--- config.mk ---
export PLATFORM = sky130hd
export DESIGN_NAME = param_up_dn_counter_flat
export DESIGN_NICKNAME = d
export VERILOG_FILES = /design/src/rtl/up_dn_counter_pkg.sv /design/src/rtl/param_up_dn_counter_if.sv /design/src/rtl/up_dn_next_value.sv /design/src/rtl/param_up_dn_counter.sv /design/src/flat_wrapper.sv
export SDC_FILE = /design/constraint.sdc
export NUM_CORES = 1
export LEC_CHECK = 0
export ABC_AREA = 1
export CORE_AREA = 2 2 86 88
export DETAILED_ROUTE_END_ITERATION = 10
export DIE_AREA = 0 0 88 90
export GPL_TIMING_DRIVEN = 0
export HOLD_SLACK_MARGIN = 0.02
export MAX_ROUTING_LAYER = met4
export PLACE_DENSITY_LB_ADDON = 0.3
export SLEW_MARGIN = 0
export SYNTH_ARGS = -nofsm -noshare
export SYNTH_HDL_FRONTEND = slang
export SYNTH_SLANG_ARGS = --single-unit
--- constraint.sdc ---
create_clock -name CLK -period 3 [get_ports CLK]
set_input_delay 0.6 -clock CLK [delete_from_list [all_inputs] [get_ports CLK]]
set_output_delay 0.6 -clock CLK [all_outputs]
set_load 0.05 [all_outputs]
--- src/rtl/up_dn_counter_pkg.sv ---
// Shared constants for the parametrised up/down counter family.
package up_dn_counter_pkg;

  // Behaviour at a limit crossing
  localparam logic MODE_SATURATE = 1'b0;
  localparam logic MODE_WRAP     = 1'b1;

  // Supported counter widths
  localparam int unsigned UDC_MIN_WIDTH = 2;
  localparam int unsigned UDC_MAX_WIDTH = 32;

endpackage

--- src/rtl/param_up_dn_counter_if.sv ---
// Control/status bundle of param_up_dn_counter. The master side drives requests and
// limits, the slave side (the counter) returns the count and status.
interface param_up_dn_counter_if #(
  parameter int unsigned WIDTH = 8
);
  logic             En;
  logic             Load;
  logic [WIDTH-1:0] IN;
  logic             Up;
  logic             Down;
  logic [WIDTH-1:0] Step;
  logic [WIDTH-1:0] Min;
  logic [WIDTH-1:0] Max;
  logic             Wrap_Mode;
  logic             Clr_Flags;
  logic [WIDTH-1:0] Counter;
  logic             High;
  logic             Low;
  logic             Wrap;
  logic             Ovf;
  logic             Unf;
  logic             Cfg_Err;

  modport master (
    output En, Load, IN, Up, Down, Step, Min, Max, Wrap_Mode, Clr_Flags,
    input  Counter, High, Low, Wrap, Ovf, Unf, Cfg_Err
  );

  modport slave (
    input  En, Load, IN, Up, Down, Step, Min, Max, Wrap_Mode, Clr_Flags,
    output Counter, High, Low, Wrap, Ovf, Unf, Cfg_Err
  );
endinterface

--- src/rtl/up_dn_next_value.sv ---
// Combinational next-count calculation for one up or down step, including limit
// crossing detection and the saturate/wrap resolution.
module up_dn_next_value
  import up_dn_counter_pkg::*;
#(
  parameter int unsigned WIDTH = 8
) (
  input  logic [WIDTH-1:0] counter,
  input  logic [WIDTH-1:0] step,
  input  logic [WIDTH-1:0] min,
  input  logic [WIDTH-1:0] max,
  input  logic             up,
  input  logic             mode,
  output logic [WIDTH-1:0] next_val,
  output logic             ovf,
  output logic             unf,
  output logic             wrap
);

  logic [WIDTH:0] sum;
  logic [WIDTH:0] room;
  logic           below;

  // Extra bit keeps the carry of counter + step; room is only meaningful when counter >= min
  always_comb begin
    sum   = {1'b0, counter} + {1'b0, step};
    room  = {1'b0, counter} - {1'b0, min};
    below = (counter < min) || ({1'b0, step} > room);
  end

  // Resolve the step against the limits; a zero step is always a hold
  always_comb begin
    next_val = counter;
    ovf      = 1'b0;
    unf      = 1'b0;
    wrap     = 1'b0;
    if (step != '0) begin
      if (up) begin
        if (sum > {1'b0, max}) begin
          ovf = 1'b1;
          if (mode == MODE_WRAP) begin
            next_val = min;
            wrap     = 1'b1;
          end else begin
            next_val = max;
          end
        end else begin
          next_val = sum[WIDTH-1:0];
        end
      end else begin
        if (below) begin
          unf = 1'b1;
          if (mode == MODE_WRAP) begin
            next_val = max;
            wrap     = 1'b1;
          end else begin
            next_val = min;
          end
        end else begin
          next_val = counter - step;
        end
      end
    end
  end

endmodule

--- src/rtl/param_up_dn_counter.sv ---
// Parametrised up/down counter with runtime limits, saturate/wrap mode, wrap pulse and
// overflow/underflow flags. Define PARAM_UP_DN_COUNTER_STICKY_EN to make Ovf/Unf sticky
// until Clr_Flags or reset; otherwise they are one-cycle event pulses.
module param_up_dn_counter
  import up_dn_counter_pkg::*;
#(
  parameter int unsigned      WIDTH   = 8,
  parameter logic [WIDTH-1:0] RST_VAL = '0
) (
  input logic                 CLK,
  input logic                 RST,
  param_up_dn_counter_if.slave bus
);

  if (WIDTH < UDC_MIN_WIDTH || WIDTH > UDC_MAX_WIDTH) begin : g_width_check
    $error("param_up_dn_counter: WIDTH out of supported range");
  end

  logic [WIDTH-1:0] counter_q, counter_d;
  logic             wrap_q, wrap_d;
  logic             ovf_q, ovf_d;
  logic             unf_q, unf_d;
  logic             cfg_err;
  logic             count_req;
  logic             ovf_ev, unf_ev;
  logic [WIDTH-1:0] nv_val;
  logic             nv_ovf, nv_unf, nv_wrap;

  up_dn_next_value #(
    .WIDTH(WIDTH)
  ) u_next (
    .counter (counter_q),
    .step    (bus.Step),
    .min     (bus.Min),
    .max     (bus.Max),
    .up      (bus.Up),
    .mode    (bus.Wrap_Mode),
    .next_val(nv_val),
    .ovf     (nv_ovf),
    .unf     (nv_unf),
    .wrap    (nv_wrap)
  );

  // Configuration check and single-direction count request
  always_comb begin
    cfg_err   = bus.Min > bus.Max;
    count_req = bus.En & (bus.Up ^ bus.Down);
  end

  // Priority: load, then inconsistent-limit hold, then counting
  always_comb begin
    counter_d = counter_q;
    wrap_d    = 1'b0;
    ovf_ev    = 1'b0;
    unf_ev    = 1'b0;
    if (bus.Load) begin
      if (cfg_err) begin
        counter_d = bus.IN;
      end else if (bus.IN < bus.Min) begin
        counter_d = bus.Min;
      end else if (bus.IN > bus.Max) begin
        counter_d = bus.Max;
      end else begin
        counter_d = bus.IN;
      end
    end else if (!cfg_err && count_req) begin
      counter_d = nv_val;
      wrap_d    = nv_wrap;
      ovf_ev    = nv_ovf;
      unf_ev    = nv_unf;
    end
  end

`ifdef PARAM_UP_DN_COUNTER_STICKY_EN
  // Sticky flags: a new event on the clearing edge wins over the clear
  always_comb begin
    ovf_d = ovf_ev | (ovf_q & ~bus.Clr_Flags);
    unf_d = unf_ev | (unf_q & ~bus.Clr_Flags);
  end
`else
  logic unused_clr_flags;
  assign unused_clr_flags = bus.Clr_Flags;

  // Pulse flags: high only on the cycle after the event edge
  always_comb begin
    ovf_d = ovf_ev;
    unf_d = unf_ev;
  end
`endif

  // Count and status registers
  always_ff @(posedge CLK or posedge RST) begin
    if (RST) begin
      counter_q <= RST_VAL;
      wrap_q    <= 1'b0;
      ovf_q     <= 1'b0;
      unf_q     <= 1'b0;
    end else begin
      counter_q <= counter_d;
      wrap_q    <= wrap_d;
      ovf_q     <= ovf_d;
      unf_q     <= unf_d;
    end
  end

  assign bus.Counter = counter_q;
  assign bus.High    = counter_q == bus.Max;
  assign bus.Low     = counter_q == bus.Min;
  assign bus.Wrap    = wrap_q;
  assign bus.Ovf     = ovf_q;
  assign bus.Unf     = unf_q;
  assign bus.Cfg_Err = cfg_err;

endmodule

--- src/flat_wrapper.sv ---
// flat-port wrapper written by rule: the top's interface ports become plain ports
module param_up_dn_counter_flat import up_dn_counter_pkg::*;
#(
  parameter int unsigned      WIDTH   = 8,
  parameter logic [WIDTH-1:0] RST_VAL = '0
)
  (CLK, RST, bus_En, bus_Load, bus_IN, bus_Up, bus_Down, bus_Step, bus_Min, bus_Max, bus_Wrap_Mode, bus_Clr_Flags, bus_Counter, bus_High, bus_Low, bus_Wrap, bus_Ovf, bus_Unf, bus_Cfg_Err);
  param_up_dn_counter_if #(.WIDTH(WIDTH)) bus_i ();
  input logic CLK;
  input logic RST;
  input wire logic [$bits(bus_i.En)-1:0] bus_En;
  input wire logic [$bits(bus_i.Load)-1:0] bus_Load;
  input wire logic [$bits(bus_i.IN)-1:0] bus_IN;
  input wire logic [$bits(bus_i.Up)-1:0] bus_Up;
  input wire logic [$bits(bus_i.Down)-1:0] bus_Down;
  input wire logic [$bits(bus_i.Step)-1:0] bus_Step;
  input wire logic [$bits(bus_i.Min)-1:0] bus_Min;
  input wire logic [$bits(bus_i.Max)-1:0] bus_Max;
  input wire logic [$bits(bus_i.Wrap_Mode)-1:0] bus_Wrap_Mode;
  input wire logic [$bits(bus_i.Clr_Flags)-1:0] bus_Clr_Flags;
  output wire logic [$bits(bus_i.Counter)-1:0] bus_Counter;
  output wire logic [$bits(bus_i.High)-1:0] bus_High;
  output wire logic [$bits(bus_i.Low)-1:0] bus_Low;
  output wire logic [$bits(bus_i.Wrap)-1:0] bus_Wrap;
  output wire logic [$bits(bus_i.Ovf)-1:0] bus_Ovf;
  output wire logic [$bits(bus_i.Unf)-1:0] bus_Unf;
  output wire logic [$bits(bus_i.Cfg_Err)-1:0] bus_Cfg_Err;
  assign bus_i.En = bus_En;
  assign bus_i.Load = bus_Load;
  assign bus_i.IN = bus_IN;
  assign bus_i.Up = bus_Up;
  assign bus_i.Down = bus_Down;
  assign bus_i.Step = bus_Step;
  assign bus_i.Min = bus_Min;
  assign bus_i.Max = bus_Max;
  assign bus_i.Wrap_Mode = bus_Wrap_Mode;
  assign bus_i.Clr_Flags = bus_Clr_Flags;
  assign bus_Counter = bus_i.Counter;
  assign bus_High = bus_i.High;
  assign bus_Low = bus_i.Low;
  assign bus_Wrap = bus_i.Wrap;
  assign bus_Ovf = bus_i.Ovf;
  assign bus_Unf = bus_i.Unf;
  assign bus_Cfg_Err = bus_i.Cfg_Err;
  param_up_dn_counter #(.WIDTH(WIDTH), .RST_VAL(RST_VAL)) u_core (.CLK(CLK), .RST(RST), .bus(bus_i));
endmodule
After elaboration in Yosys (flattened, before gate mapping)
Index checks and enable logic that the tools add are counted.
- register bits after elaboration: 11
- bits of input ports: 40
- output and inout bits: 14
- logic and storage cells: 52
- $add $sub $neg: 3
- magnitude comparators: 6
- equality and inequality tests: 2
- multiplexer cells: 28
- bitwise gates (word level): 2
- reduce and logical (&&, ||, !) cells: 7
- operators by type and width (kind ; number):
    $mux W8 ; 11
    $mux W1 ; 17
    $eq A8 B8 Y1 ; 2
    $gt A8 B8 Y1 ; 2
    $lt A8 B8 Y1 ; 2
    $add A8 B8 Y9 ; 1
    $gt A8 B9 Y1 ; 1
    $gt A9 B8 Y1 ; 1
    $sub A8 B8 Y9 ; 1
    $reduce_bool A8 Y1 ; 1
    $sub A8 B8 Y8 ; 1
    $reduce_bool A2 Y1 ; 2
    $reduce_and A2 Y1 ; 1
    $and A1 B1 Y1 ; 1
    $logic_and A1 B1 Y1 ; 1
    $logic_not A1 Y1 ; 1
    $logic_or A1 B1 Y1 ; 1
    $xor A1 B1 Y1 ; 1

Logic depth before layout (Yosys ltp)
- depth in word-level cells: 8
- mapped depth: 24
- gate-level depth less buffers: 23

Modules after synthesis
Synthesis repeated with hierarchy kept, for this count alone.
- cell total of the unflattened synthesis: 627
- area, all modules: 3844.9 sq um
- modules (own cells, without submodules) (module ; instances ; cells an instance ; area an instance (sq um) ; seq. area each (sq um)):
    up_dn_next_value ; 1 ; 370 ; 2205.9 ; 0.0
    param_up_dn_counter ; 1 ; 257 ; 1639.1 ; 275.3

Worst setup path after synthesis
Ideal clock, no wire load.
- path type: reg2out
- from: register u_core.counter_q[6], in the netlist u_core.bus.Counter[6]
- to: output port bus_Low
- arrival: 2694 ps
- data required time: 2400 ps
- path slack: -294 ps
- cell stages (with the launch flop): 4
- buffers on the path: 0
- path through: dfrtp_1 ha_1 nand2_1 nor4_1
- cells in the longest elaborated chain, start to end: 1
- ends and longest elaborated chain (element ; line ; text):
    start, declared ; param_up_dn_counter.sv:19 ; logic [WIDTH-1:0] counter_q, counter_d;
    start signal, assigned ; param_up_dn_counter.sv:99 ; counter_q <= counter_d;
    $eq A8 B8 Y1 ; param_up_dn_counter.sv:108 ; assign bus.Low = counter_q == bus.Min;
    end, declared ; flat_wrapper.sv:23 ; output wire logic [$bits(bus_i.Low)-1:0] bus_Low;
Every way passes these cells.

Worst setup path after layout
- from: input port bus_Min[2]
- to: register u_core.counter_q[6], in the netlist u_core.bus.Counter[6]
- cells in the longest elaborated chain, start to end: 8
- elaborated cells on any way between the ends: 17
- those cells by class: add/sub: 1; order compare: 4; mux: 7; reduce/logical: 5
- ends and longest elaborated chain (element ; line ; text):
    start, declared ; flat_wrapper.sv:17 ; input wire logic [$bits(bus_i.Min)-1:0] bus_Min;
    $sub A8 B8 Y9 ; up_dn_next_value.sv:27 ; room = {1'b0, counter} - {1'b0, min};
    $gt A8 B9 Y1 ; up_dn_next_value.sv:28 ; below = (counter < min) || ({1'b0, step} > room);
    $logic_or A1 B1 Y1 ; up_dn_next_value.sv:28 ;
    $mux W8 ; up_dn_next_value.sv:51 ; if (below) begin
    $mux W8 ; up_dn_next_value.sv:38 ; if (up) begin
    $mux W8 ; up_dn_next_value.sv:37 ; if (step != '0) begin
    $mux W8 ; param_up_dn_counter.sv:66 ; end else if (!cfg_err && count_req) begin
    $mux W8 ; param_up_dn_counter.sv:56 ; if (bus.Load) begin
Parallel ways exist; a longest one is shown, timed or not. The select of a mux whose other input is x is not followed.
A chain may end at the register's enable or synchronous reset.

==> impl_metrics.csv <==
group,metric,value,unit
placed_design,dp_cells,683,
global_route,grt-ovfl-total,0,
cells_and_area,final_cells,725,
detailed_routing,routed_wl,12.7,mm
timing,period_needed,3.09,ns
yosys,ys_async_sr_fraction,100,%
timing,tns,-0.575,ns
cells_and_area,n_antenna_cell,0,
clock_tree,cts_tree,"yes",
critical_path,worst-path-max-fanout,6,
timing,clock_skew,0.00434,ns
yosys,synth_top_flop_cell,"dfrtp_1",
yosys,synth_cells,533,
detailed_routing,vias,4078,
timing,holdWs,0.641,ns
die,io_pins,54,
yosys,netlist_area,3360,um2
clock_tree,worstSkewPairLatency,0.24,ns
global_route,grt_pass1_vias,4088,
die,rows,31,
yosys,yosysSeqAreaShare,8.18,%
yosys,ys_ff_latch,11,
detailed_routing,routed_via_density,5.62,
cells_and_area,stdcell_area,4830,um2
detailed_routing,drtIter0Drc,272,
detailed_routing,firstDrtPassIters,5,
timing,tightest_slew,0.496,ns
cells_and_area,layout_commonest_cell,"nand2_1",
critical_path,cp_slowest_cell,"ha_4",
pwr,peakVddDrop,0.272,mV
clock_tree,cts_sinks,11,
cells_and_area,nets,732,
die,core_area,7020,um2
global_route,antenna_found_initial,0,
yosys,yosysUniqueCellTypes,39,
critical_path,cp.arrival,3.22,ns
timing,grt_setup_unrepaired,"true",
clock_tree,path_clk_slew,0.05,ns
pwr,power.density,682,nW/um2
timing,max_slew_margin,66.8,%
detailed_routing,drc,0,
placed_design,portBuffers,51,
die,die_area,7920,um2
critical_path,crit_start,"bus_Min[2]",
yosys,avgSynthCellArea,6.31,um2
detailed_routing,antenna_left,0,
timing,min_period_over_period,103,%
outcome,outcome,"complete, but fails checks",
die,die_x,88,um
die,die_y,90,um
detailed_routing,routedWlPerCell,17.5,um
global_route,grt_max_degree,12,
critical_path,reg2reg_from,"u_core.bus.Counter[2]",
critical_path,crit_required,3.12,ns
critical_path,cp_slowest_stage_delay,0.31,ns
cells_and_area,utilization,68.8,%
yosys,ys_warn_count,0,
cells_and_area,n_fill_cell,606,
yosys,synth_edf_count,0,
cells_and_area,layout_common_cells,"110 x nand2_1, 54 x nand3_1, 49 x inv_1",
clock_tree,cts_made_buffers,3,
clock_tree,clock_path_buffers,2,
timing,finalSetupViolCount,9,
critical_path,criticalPathCategory,"in -> reg",
placed_design,dp_hpwl,9.13,mm
placed_design,pre_cts_slack,-0.995,ns
timing,finalMaxSlewViolations,0,
critical_path,cp-end-kind,"register",
cells_and_area,drive_gt1_share,31.8,%
pwr,p_leak,2.41,nW
die,start_util,47.9,%
global_route,grt_first_pass_wirelength,19.9,mm
outcome,violations,"negative setup slack",
yosys,synth_fp_nets,638,
critical_path,cp-start-kind,"input port",
cells_and_area,area_growth_syn_to_layout,43.7,%
run,cap_violations,0,
placed_design,routabilityCongestion,1.00,
clock_tree,htreeDepth,1,
min_path,hold_class,"in -> async",
timing,max_freq,323,MHz
placed_design,place_area,4020,um2
timing,hold_viol_final,0,
timing,setup_slack,-0.0936,ns
clock_tree,cts.root.buffer_cell,"clkbuf_8",
critical_path,crit_chain,"clkbuf_4 -> inv_2 -> ha_4 -> inv_1 -> nor3_4 -> a21oi_2 -> o21ai_1 -> xor2_1 -> ha_1 -> nand3_2 -> nor3_2 -> a31oi_2 -> buf_4 -> nand2_8 -> nand2_8 -> nand2_1 -> nand3_1 -> nand2_2 -> nand2_2 -> a21oi_2",
critical_path,r2r_cells,19,
pwr,power,3.30,mW
global_route,track_usage,32.7,%
==> worst paths after layout <==
check | end | slack [ns]
hold reg to reg | u_core.bus.Counter[3] | 0.72
max in group asynchronous | u_core.bus.Counter[0] | 2.05
setup reg to reg | u_core.bus.Counter[6] | -0.09
setup / recovery | u_core.bus.Counter[6] | -0.09
hold / removal | u_core.bus.Counter[6] | 0.64
min in group CLK | u_core.bus.Counter[3] | 0.72
==> worst max-delay path, delay by kind of cell <==
family | cells | cell delay, ns
buf+inv | 4 | 0.49
compound gates | 4 | 0.52
fa+ha+maj | 2 | 0.59
simple gates | 9 | 0.81
xor+xnor | 1 | 0.19
==> kinds of logic after synthesis <==
| group | count (synthesis) | share of synthesized area, % |
|---|---|---|
| simple gates | 250 | 33.9 |
| xor+xnor | 26 | 6.77 |
| flops | 11 | 8.18 |
| fa+ha+maj | 65 | 24.8 |
| buf+inv | 90 | 10.5 |
| compound gates | 91 | 15.8 |
==> synthesized netlist by cell type (5+ instances only) <==
library cell	count	area, um2
a21oi_1	39	195
a21oi_2	8	70.1
clkbuf_1	5	18.8
clkinv_1	5	18.8
dfrtp_1	11	275
ha_1	62	776
inv_1	62	233
inv_2	13	48.8
nand2_1	137	514
nand2_2	5	31.3
nand3_1	65	325
nand4_1	6	37.5
nor2_1	21	78.8
o21ai_0	22	110
o21ai_1	7	35.0
xnor2_1	9	78.8
xor2_1	17	149
==> what timing repair did <==
action                                  CTS  global route
hold buffers                              0             0
pin swaps                                37            29
buffers inserted                         25             9
endpoints found under the hold margin     0             0
endpoints found under the setup margin   14            13
resized for setup                       154            55
cloned                                    4             0
==> routing by layer <==
layer	track usage, %	vias up	share of wire, %
met4	12.2	0	4.0
met5	-	-	0
met3	3.58	44	5.9
li1	-	1961	-
met1	39.2	1889	40
met2	55.4	184	50
==> layout make-up <==
| cell class | count | area, um2 | area share (%) |
|---|---|---|---|
| repair buffers | 85 | 723 | 15.0 |
| multi-input cells | 436 | 3300 | 68.2 |
| well taps | 99 | 124 | 2.56 |
| inverters | 81 | 310 | 6.42 |
| clock buffers | 4 | 45.0 | 0.932 |
| plain buffers | 9 | 53.8 | 1.11 |
| flip-flops and latches | 11 | 280 | 5.80 |
==> power by group <==
| group | internal (mW) | switching [mW] | total [mW] |
|---|---|---|---|
| clock network | 0.0933 | 0.0557 | 0.149 |
| registers | 0.182 | 0.0834 | 0.266 |
| logic | 1.18 | 1.70 | 2.88 |
==> registers in the layout (all words and copies together), names as in the netlist <==
name,count
u_core.bus.Unf,1
u_core.bus.Wrap,1
u_core.bus.Ovf,1
u_core.bus.Counter,8
Note: power is estimated with default switching activity, not from simulation.
==> variant: new RTL, config.mk and constraints unchanged <==
Add a define of `PARAM_UP_DN_COUNTER_STICKY_EN`.
--- a/src/rtl/param_up_dn_counter.sv
+++ b/src/rtl/param_up_dn_counter.sv
@@ -1,6 +1,8 @@
 // Parametrised up/down counter with runtime limits, saturate/wrap mode, wrap pulse and
 // overflow/underflow flags. Define PARAM_UP_DN_COUNTER_STICKY_EN to make Ovf/Unf sticky
 // until Clr_Flags or reset; otherwise they are one-cycle event pulses.
+`define PARAM_UP_DN_COUNTER_STICKY_EN
+
 module param_up_dn_counter
   import up_dn_counter_pkg::*;
 #(
Check against the original RTL: not equivalent (Yosys sat finds a counterexample within 4 cycles, from zero or initial values and one cycle with RST high).
==> variant against the unedited design <==
- the run still ends with negative setup slack left
- routed wire length up 5.2%
- sequential cell count unchanged
- design area down 0.39%
- total power down 0.29%
- critical path type is now reg -> reg
- largest cell class unchanged
- worst setup slack better by 0.042 ns
- area after synthesis up 3.3%
==> variant: results (changes against the unedited design) <==
\begin{tabular}{lr}
\hline
Metric & Value \\
\hline
\multicolumn{2}{l}{\textbf{Timing}} \\
Final WS setup & -0.05200 ns (+0.04156 ns) \\
Count of final setup violators & 7 (-2) \\
Clock Skew & 0.009167 ns (+0.004823 ns) \\
Headroom to the max-slew limit & 0.6523 (-0.01588) \\
\multicolumn{2}{l}{\textbf{Critical path}} \\
Critical register-to-register path endpoint & u\_core.bus.Counter[3] \\
FF-to-FF path depth & 18 (-1) \\
Cell with the largest stage delay on the worst path & dfrtp\_2 \\
Stage delay of the slowest cell on the critical path & 0.45 ns (+0.14 ns) \\
Arrival time reported for the critical path endpoint & 3.21 ns (about the same) \\
Reg2reg start & u\_core.bus.Counter[0] \\
\multicolumn{2}{l}{\textbf{Global route}} \\
Via count of the first global-routing pass & 3870 (-5.3\%) \\
Gr usage total & 0.3450 (+0.01832) \\
First-pass GRT wire length & 20650 um (+3.6\%) \\
Antenna violations before repair & 0 (unchanged) \\
Largest net degree at the start of global routing & 12 (unchanged) \\
\multicolumn{2}{l}{\textbf{Outcome}} \\
Result of the run & finished with violations \\
Failing checks & negative setup slack \\
\multicolumn{2}{l}{\textbf{Finish}} \\
Non-Filler Instances & 727 (+0.28\%) \\
Fraction of layout instances using a drive strength above 1 & 0.2787 (-0.03923) \\
\multicolumn{2}{l}{\textbf{Min path}} \\
Worst hold path type & reg -> reg \\
\multicolumn{2}{l}{\textbf{Synthesis}} \\
Sequential-to-total area share from yosys stat & 0.07917 (-0.002650) \\
Synth unique cells & 45 (+15\%) \\
Average instance area after synthesis & 6.451 sq um (+2.2\%) \\
Cell types with the largest area share after synthesis & ha\_1, nand2\_1, nand3\_1 \\
Synth Net Count & 644 (+0.94\%) \\
Top cells by count, synth & nand2\_1, inv\_1, nand3\_1 \\
\multicolumn{2}{l}{\textbf{Drt}} \\
Total wirelength of the detailed-routed design & 13320 um (+5.2\%) \\
Starting DRC count in detailed routing & 333 (+22\%) \\
Per-cell via count in the routed design & 5.710 (+1.5\%) \\
\multicolumn{2}{l}{\textbf{Placement}} \\
Cell Count Post-Placement & 690 (+1.0\%) \\
Routability cong. & 0.9622 (-3.8\%) \\
Worst setup slack after placement & -1.038 ns (-0.04372 ns) \\
Final HPWL DP & 9685 um (+6.1\%) \\
Number of I/O port buffers & 52 (+2.0\%) \\
\multicolumn{2}{l}{\textbf{Pwr}} \\
Sw Pwr & 0.001852 W (+0.69\%) \\
Worst voltage drop across the vdd grid & 0.6088 mV (+120\%) \\
Lkg Pwr & 2.375 nW (-1.6\%) \\
\hline
\end{tabular}
[variant: worst max-delay path by stage]
stage	from	endpoint	slack (ns)	depth (start not counted)
after global routing	u_core.bus.Counter[0]	u_core.bus.Counter[0]	-0.18	18
after detailed placement	bus_Max[5]	bus_Cfg_Err	-1.04	11
after floorplan	u_core.bus.Counter[2]	u_core.bus.Counter[1]	0.02	23
after global placement	bus_Max[5]	bus_Cfg_Err	-1.02	11
after CTS	bus_Max[5]	bus_Cfg_Err	-0.04	11
final	u_core.bus.Counter[0]	u_core.bus.Counter[3]	-0.05	18
[variant: critical path: cells and delay by family (launching register included)]
kind                       cells  cell delay [ns]
AOI/OAI and AO/OA              4             0.44
xor gates and xnor gates       1             0.14
adders and majority gates      3             0.85
buffers and inverters          2             0.22
DFF                            1             0.45
and+or+nand+nor                8             0.84
[variant: kinds of logic after synthesis]
| logic type | share of synthesized area |
|---|---|
| adder cells (fa/ha/maj) | 0.2404 |
| XOR/XNOR | 0.06046 |
| AND/OR/NAND/NOR | 0.3491 |
| buffers and inverters | 0.1090 |
| flip-flops | 0.07916 |
| AO/OA/AOI/OAI | 0.1619 |
[variant: layer usage]
layer  up-vias  global-route usage  routed length (um)
li1       1987                   -                   -
met1      1931              0.4975                5892
met2       199              0.5126                5951
met3        34             0.03030                1088
met4         0             0.09359                 385
met5         -                   -                   0
[variant: stage by stage]
| stage | TNS, ns | area (sq um) | hold WS [ns] | total power [W] |
|---|---|---|---|---|
| CTS | -0.04021 | 4533 | 0.5354 | 0.002861 |
| global placement | -10.52 | 4139 | 0.5213 | 0.002269 |
| detailed placement | -10.76 | 4139 | 0.5278 | 0.002309 |
| global route | -1.477 | 4815 | 0.5717 | 0.003542 |
| finish | -0.2310 | 4815 | 0.5285 | 0.003287 |
| floorplan | 0 | 3495 | 0.4523 | 0.001754 |
[variant: repair_timing]
| action | CTS | global route |
|---|---|---|
| endpoints found under the hold margin | 0 | 0 |
| pin swaps | 21 | 37 |
| gates resized for setup | 125 | 70 |
| endpoints found under the setup margin | 14 | 12 |
| hold buffers | 0 | 0 |
| cloned | 3 | 1 |
| setup buffers | 19 | 10 |
[variant: layout make-up]
class,instances,area (sq um)
multi-input cells,442,3277
fillers,626,2206
repair buffers,81,683.2
inverters,79,314.1
flip-flops and latches,11,284.0
well taps,99,123.9
plain buffers,11,87.58
clock buffers,4,45.04
[variant: power by group through the flow]
stage,Clock [W],Combinational [W],Sequential [W]
4_1_cts,0.000147,0.00242,0.000294
3_5_place_dp,0,0.00201,0.000294
5_1_grt,0.000165,0.00308,0.000296
2_1_floorplan,0,0.00141,0.000348
3_3_place_gp,0,0.00198,0.000291
6_report,0.000147,0.00284,0.000299
